### config.mk
export PLATFORM = sky130hd
export DESIGN_NAME = pop_arbiter
export DESIGN_NICKNAME = d
export VERILOG_FILES = /design/src/rtl/pop_arbiter_pkg.sv /design/src/rtl/rr_arbiter.sv /design/src/rtl/pop_arbiter.sv
export SDC_FILE = /design/constraint.sdc
export NUM_CORES = 1
export LEC_CHECK = 0
export CAP_MARGIN = 40
export CELL_PAD_IN_SITES_DETAIL_PLACEMENT = 0
export CELL_PAD_IN_SITES_GLOBAL_PLACEMENT = 2
export CORE_ASPECT_RATIO = 1.1
export CORE_MARGIN = 2
export CORE_UTILIZATION = 29
export DETAILED_ROUTE_END_ITERATION = 10
export HOLD_SLACK_MARGIN = 0.03
export PLACE_DENSITY = 0.91
export REMOVE_ABC_BUFFERS = 1
export SYNTH_ARGS = -nofsm -noshare
export SYNTH_HDL_FRONTEND = slang
export SYNTH_SLANG_ARGS = --single-unit
### constraint.sdc
create_clock -name clk -period 2.2 [get_ports clk]
set_clock_uncertainty 0.15 [all_clocks]
set_input_delay 0.33 -clock clk [delete_from_list [all_inputs] [get_ports clk]]
set_output_delay 0.33 -clock clk [all_outputs]
set_load 0.1 [all_outputs]
### src/rtl/pop_arbiter_pkg.sv
// Shared definitions for the pop arbiter: port count, data and counter widths,
// and the controller state encoding.
package pop_arbiter_pkg;

  localparam int NUM_PORTS = 4;
  localparam int PTR_W     = 2;   // log2(NUM_PORTS)
  localparam int DATA_W    = 12;
  localparam int CNT_W     = 5;

  typedef enum logic [1:0] {
    ST_RESET  = 2'd0,
    ST_INIT   = 2'd1,
    ST_IDLE   = 2'd2,
    ST_ACTIVE = 2'd3
  } state_t;

endpackage

### src/rtl/rr_arbiter.sv
// Four-request round-robin arbiter with an internal pointer.
// Grants the first asserted request at or after the pointer; the pointer then
// moves to the slot after the granted one, and stays put when nothing is granted.
//
// Ports:
//   clk       clock, rising edge
//   reset     synchronous active-high reset, pointer -> 0
//   en        allow a grant this cycle
//   clear     force pointer to 0 at the next edge (overrides advance)
//   req       request vector, one bit per port
//   gnt       one-hot grant
//   gnt_valid a grant was issued this cycle
//   gnt_idx   index of the granted port
module rr_arbiter
  import pop_arbiter_pkg::*;
(
  input  logic                 clk,
  input  logic                 reset,
  input  logic                 en,
  input  logic                 clear,
  input  logic [NUM_PORTS-1:0] req,
  output logic [NUM_PORTS-1:0] gnt,
  output logic                 gnt_valid,
  output logic [PTR_W-1:0]     gnt_idx
);

  logic [PTR_W-1:0] rr_q;
  logic [PTR_W-1:0] cand;

  // Scan from the pointer upward; the PTR_W-bit add wraps 3 -> 0 for free.
  // NOTE: every combinational output gets a default before any branch, so no
  // path leaves a variable unassigned and no latch is inferred.
  always_comb begin
    gnt_valid = 1'b0;
    gnt_idx   = '0;
    gnt       = '0;
    cand      = '0;
    for (int i = 0; i < NUM_PORTS; i++) begin
      cand = rr_q + PTR_W'(i);
      if (en && !gnt_valid && req[cand]) begin
        gnt_valid = 1'b1;
        gnt_idx   = cand;
      end
    end
    if (gnt_valid) gnt[gnt_idx] = 1'b1;
  end

  // NOTE: sequential state uses non-blocking assignments so every flop samples
  // the pre-edge values regardless of block ordering.
  always_ff @(posedge clk) begin
    if (reset || clear) begin
      rr_q <= '0;
    end else if (gnt_valid) begin
      rr_q <= gnt_idx + 1'b1;
    end
  end

endmodule

### src/rtl/pop_arbiter.sv
// Merges four output FIFOs into one word stream.
// One pop per cycle (round robin, skipping empty FIFOs) while ACTIVE and not
// paused; the popped FIFO's head word is captured into data_out and presented
// with valid_out on the following cycle. Per-port 5-bit word counters can be
// read back one cycle after a request.
//
// Ports:
//   clk                   clock, rising edge
//   reset                 synchronous active-high reset
//   init                  pulse: clear counters and pointer, enter ACTIVE
//   emptyP0..3            FIFO empty flags
//   dataOutputP0..3       FIFO head words
//   pause                 downstream almost-full, blocks new pops
//   req, idx              counter read request and port index
//   popOutP0..3           pop strobes
//   data_out, valid_out   merged word and its valid flag
//   counterOut            counter value read for idx
//   counterValid          counterOut valid
module pop_arbiter
  import pop_arbiter_pkg::*;
(
  input  logic              clk,
  input  logic              reset,
  input  logic              init,
  input  logic              emptyP0,
  input  logic              emptyP1,
  input  logic              emptyP2,
  input  logic              emptyP3,
  input  logic [DATA_W-1:0] dataOutputP0,
  input  logic [DATA_W-1:0] dataOutputP1,
  input  logic [DATA_W-1:0] dataOutputP2,
  input  logic [DATA_W-1:0] dataOutputP3,
  input  logic              pause,
  input  logic              req,
  input  logic [PTR_W-1:0]  idx,
  output logic              popOutP0,
  output logic              popOutP1,
  output logic              popOutP2,
  output logic              popOutP3,
  output logic [DATA_W-1:0] data_out,
  output logic              valid_out,
  output logic [CNT_W-1:0]  counterOut,
  output logic              counterValid
);

  state_t state_q, state_d;

  logic [NUM_PORTS-1:0] empty_vec;
  logic [DATA_W-1:0]    fifo_data [NUM_PORTS];
  logic [NUM_PORTS-1:0] pop_vec;
  logic                 gnt_valid;
  logic [PTR_W-1:0]     gnt_idx;
  logic                 arb_en;
  logic                 clear_cnt;

  logic [PTR_W-1:0]     valid_port_q;
  logic [CNT_W-1:0]     cnt_q [NUM_PORTS];

  assign empty_vec    = {emptyP3, emptyP2, emptyP1, emptyP0};
  assign fifo_data[0] = dataOutputP0;
  assign fifo_data[1] = dataOutputP1;
  assign fifo_data[2] = dataOutputP2;
  assign fifo_data[3] = dataOutputP3;

  // Pops are also masked during reset so a FIFO is never drained of a word
  // whose result the reset would discard anyway.
  assign arb_en    = (state_q == ST_ACTIVE) && !pause && !reset;
  assign clear_cnt = init && ((state_q == ST_IDLE) || (state_q == ST_ACTIVE));

  rr_arbiter u_rr_arbiter (
    .clk       (clk),
    .reset     (reset),
    .en        (arb_en),
    .clear     (clear_cnt),
    .req       (~empty_vec),
    .gnt       (pop_vec),
    .gnt_valid (gnt_valid),
    .gnt_idx   (gnt_idx)
  );

  assign popOutP0 = pop_vec[0];
  assign popOutP1 = pop_vec[1];
  assign popOutP2 = pop_vec[2];
  assign popOutP3 = pop_vec[3];

  // Controller: RESET -> INIT -> IDLE -> (init) ACTIVE; only reset leaves ACTIVE.
  always_ff @(posedge clk) begin
    if (reset) state_q <= ST_RESET;
    else       state_q <= state_d;
  end

  always_comb begin
    state_d = state_q;
    case (state_q)
      ST_RESET:  state_d = ST_INIT;
      ST_INIT:   state_d = ST_IDLE;
      ST_IDLE:   if (init) state_d = ST_ACTIVE;
      ST_ACTIVE: state_d = ST_ACTIVE;
      default:   state_d = ST_RESET;
    endcase
  end

  // Output word register: data_out holds its last value when nothing was popped.
  always_ff @(posedge clk) begin
    if (reset) begin
      valid_out    <= 1'b0;
      data_out     <= '0;
      valid_port_q <= '0;
    end else begin
      valid_out <= gnt_valid;
      if (gnt_valid) begin
        data_out     <= fifo_data[gnt_idx];
        valid_port_q <= gnt_idx;
      end
    end
  end

  // Counters bump at the end of the valid_out cycle, so a read in that same
  // cycle sees the pre-increment value. A clear wins over a pending increment.
  // NOTE: the counter array is a handful of flops read back by software, so it
  // is reset explicitly rather than treated as uninitialised storage.
  always_ff @(posedge clk) begin
    if (reset || clear_cnt) begin
      for (int i = 0; i < NUM_PORTS; i++) cnt_q[i] <= '0;
    end else if (valid_out) begin
      cnt_q[valid_port_q] <= cnt_q[valid_port_q] + 1'b1;
    end
  end

  always_ff @(posedge clk) begin
    if (reset) begin
      counterValid <= 1'b0;
      counterOut   <= '0;
    end else begin
      counterValid <= req;
      if (req) counterOut <= cnt_q[idx];
    end
  end

endmodule

==> results of run 1 <==
power groups by stage:
stage | combinational (mW) | sequential [mW] | clock [mW]
2_1_floorplan | 0.143 | 1.08 | 0
3_3_place_gp | 0.435 | 0.993 | 0
3_5_place_dp | 0.440 | 0.995 | 0
4_1_cts | 0.447 | 0.975 | 0.674
5_1_grt | 0.477 | 0.982 | 0.707
6_report | 0.449 | 0.976 | 0.654
final timing paths:
kind / slack [ns] / cells past startpoint / start / endpoint
setup / recovery: 0.07 / 6 / reset / popOutP0
hold / removal: 0.34 / 2 / data_out[9] / data_out[9]
setup reg to reg: 0.12 / 6 / register / cnt_q[3][4]
hold reg to reg: 0.34 / 2 / data_out[9] / data_out[9]
through the flow:
stage / area (um^2) / power, mW
after floorplan: 2410 / 1.22
after global placement: 3560 / 1.43
after detailed placement: 3560 / 1.43
after CTS: 3720 / 2.10
after global routing: 3780 / 2.17
final: 3780 / 2.08
flip-flops by register name, summed over array words and instances, names as in the netlist, named ones only:
register,flops
data_out,12
valid_port_q,2
state_q,2
counterValid,1
valid_out,1
u_rr_arbiter.rr_q,2
counterOut,5
cnt_q,20
cell families (layout without fill, tap and decap cells):
group / Yosys count / after routing
and+or+nand+nor: 64 / 64
DFF: 47 / 47
AOI/OAI and AO/OA: 39 / 39
buffers and inverters: 31 / 138
muxes: 27 / 27
xor gates and xnor gates: 4 / 4
adders and majority gates: 1 / 1
cells in the final DEF, fill, tap and decap left out, types with 2 or more instances in the layout:
cell,instances
clkdlybuf4s50_1,54
buf_4,49
nor2_1,29
dfxtp_1,24
edfxtp_1,20
inv_1,17
mux2i_1,17
a32oi_1,12
nand2_1,10
mux4_2,10
o221ai_2,7
o221ai_1,5
clkbuf_8,5
nor2b_1,4
buf_12,4
nor2_2,3
nand3_1,3
dfxtp_2,3
nand3_2,2
nor2_4,2
nor3_1,2
a21oi_1,2
dlymetal6s2s_1,2
dlygate4sd2_1,2
final cells by class:
class	count	share of cell area (%)
clock buffers	5	1.82
flip-flops and latches	47	30.3
inverters	18	1.79
repair buffers	112	27.6
clock inverters	3	1.26
multi-input cells	135	33.6
well taps	111	3.67
what timing repair did:
action                     4_1_cts  5_1_grt
setup buffers                    2        2
setup endpoints to repair        5        5
hold buffers                     0        0
gates resized for setup         11        9
pin swaps                        3        4
layer usage:
metal | track usage (%) | wire length [um] | vias to the layer above | part of all wire [%]
met3 | 2.75 | 225 | 14 | 3.5
met5 | 0 | 0 | - | 0
met2 | 26.1 | 3560 | 43 | 55
met1 | 15.9 | 2560 | 1005 | 39
met4 | 5.88 | 158 | 0 | 2.4
li1 | - | - | 1009 | -
worst max-delay path: stages:
cell	delay [ns]
clkdlybuf4s50_1	0.41
buf_4	0.17
nand4bb_4	0.22
a31oi_4	0.18
and2_4	0.17
buf_12	0.17
==> impl_metrics.ini, run 1 <==
[run_status]
status = finished, final reports clean

[synthesis]
synth_common_cells = nor2_1, dfxtp_1, edfxtp_1
ys_ff_latch = 47
synthAdderAreaFrac_pct = 0.498
synth_xor_area_share_pct = 1.99
ys.warnings.count = 0
synth_top_family_by_area = compound AO/OA/AOI/OAI gates
yosysTopAreaCellShare_pct = 23.9
synth_top_area_cell = edfxtp_1
ys.flop_type = dfxtp_1
synthArstFlopShare_pct = 0
synth_compound_area_share_pct = 15.9
synth_edf_count = 20
synthSimpleGateAreaFrac_pct = 13.7
synthesis.area_mm2 = 0.00251
yosysSeqAreaShare_pct = 45.4
yosysMostFrequentCell = nor2_1
synth.distinct_cells = 48
netlist_instances = 213
synth_area_per_cell_um2 = 11.8
synthTopCellsByArea = edfxtp_1, dfxtp_1, mux4_2
synth.area.mux_share_pct = 15.7

[critical_path]
worstPathArrival_ns = 1.65
required_ns = 1.72
path_max_fanout = 5
critPathLaunchType = input pin
critPathCaptureType = output pin
worstSetupPathType = in2out

[sta]
setup_ws_ns = 0.0730
setup_tns_ns = 0
max_freq_mhz = 470
hold_viol_final = 0
timing.hold.ws_ns = 0.337
tightestPinTransition_ns = 0.610
fin_crit_sh_pct = 96.7
fin_crit_ns = 2.13
maxSlewHeadroom_pct = 59.3
finalSetupViolations = 0
drv_slew = 0

[pwr]
pwr-share-clk_pct = 31.5
seq_power_share_pct = 46.9
power_frac_comb_pct = 21.6
internal_power_mw = 1.50
swShare_pct = 27.8
net-switching-power_mw = 0.578
peakVddDrop_v = 0.000333
powerDensity_mw_per_mm2 = 550
p_leak_nw = 1.51

[floorplanning]
die_w_um = 92.8
design.die.area_mm2 = 0.00943
io_pins = 82
rows = 35
core_mm2 = 0.00841
dieHeight_um = 102
start_util_pct = 29.9

[global_route]
grt_pass1_wl_um = 10400
track_usage_pct = 14.1
grt_pass1_vias = 2154
grt_max_degree = 17
antenna_found_initial = 0
gr-total-overflow = 0

[detailed_routing]
drtPass1Iterations = 4
drc = 0
drt_wl_total_um = 6510
drtIter0Drc = 69
vias_per_cell = 4.81
ant_nets = 0
wl_per_cell_um = 15.1
vias = 2071

[placed_design]
dp.cells = 419
hpwl_um = 5040
gp_congestion = 0.776
dp_slack_ns = -0.134
io_buffers = 81

[clocking]
cts_tree = yes
cts_max_level = 2
cts_sinks = 47
cts-root-buf = clkbuf_8
clkTransAtPathRegs_ns = 0.09
clock_latency_ns = 0.31
cts_made_buffers = 5
cts_buffer_depth = 2

[layout]
drive_above_1_share_pct = 33.1
register_area_mm2 = 0.00114
multi_input_area_mm2 = 0.00127
fillCellCount = 797
nNetsFinal = 379
area_delta_synth_final_pct = 50.3
final_core_util_pct = 45.0
layoutNonFillerInstCount = 431
diodes = 0

[flow_run]
maxCapViolCount = 0

[hold_path]
hold_path_class = reg2reg
No activity file was read; power rests on OpenSTA's default activity.
==> run 2: changes to the inputs <==
HOLD_SLACK_MARGIN = unset   (was 0.03)
==> results of run 2 <==
The final DEF is identical to that of run 1; final timing and power are the same.
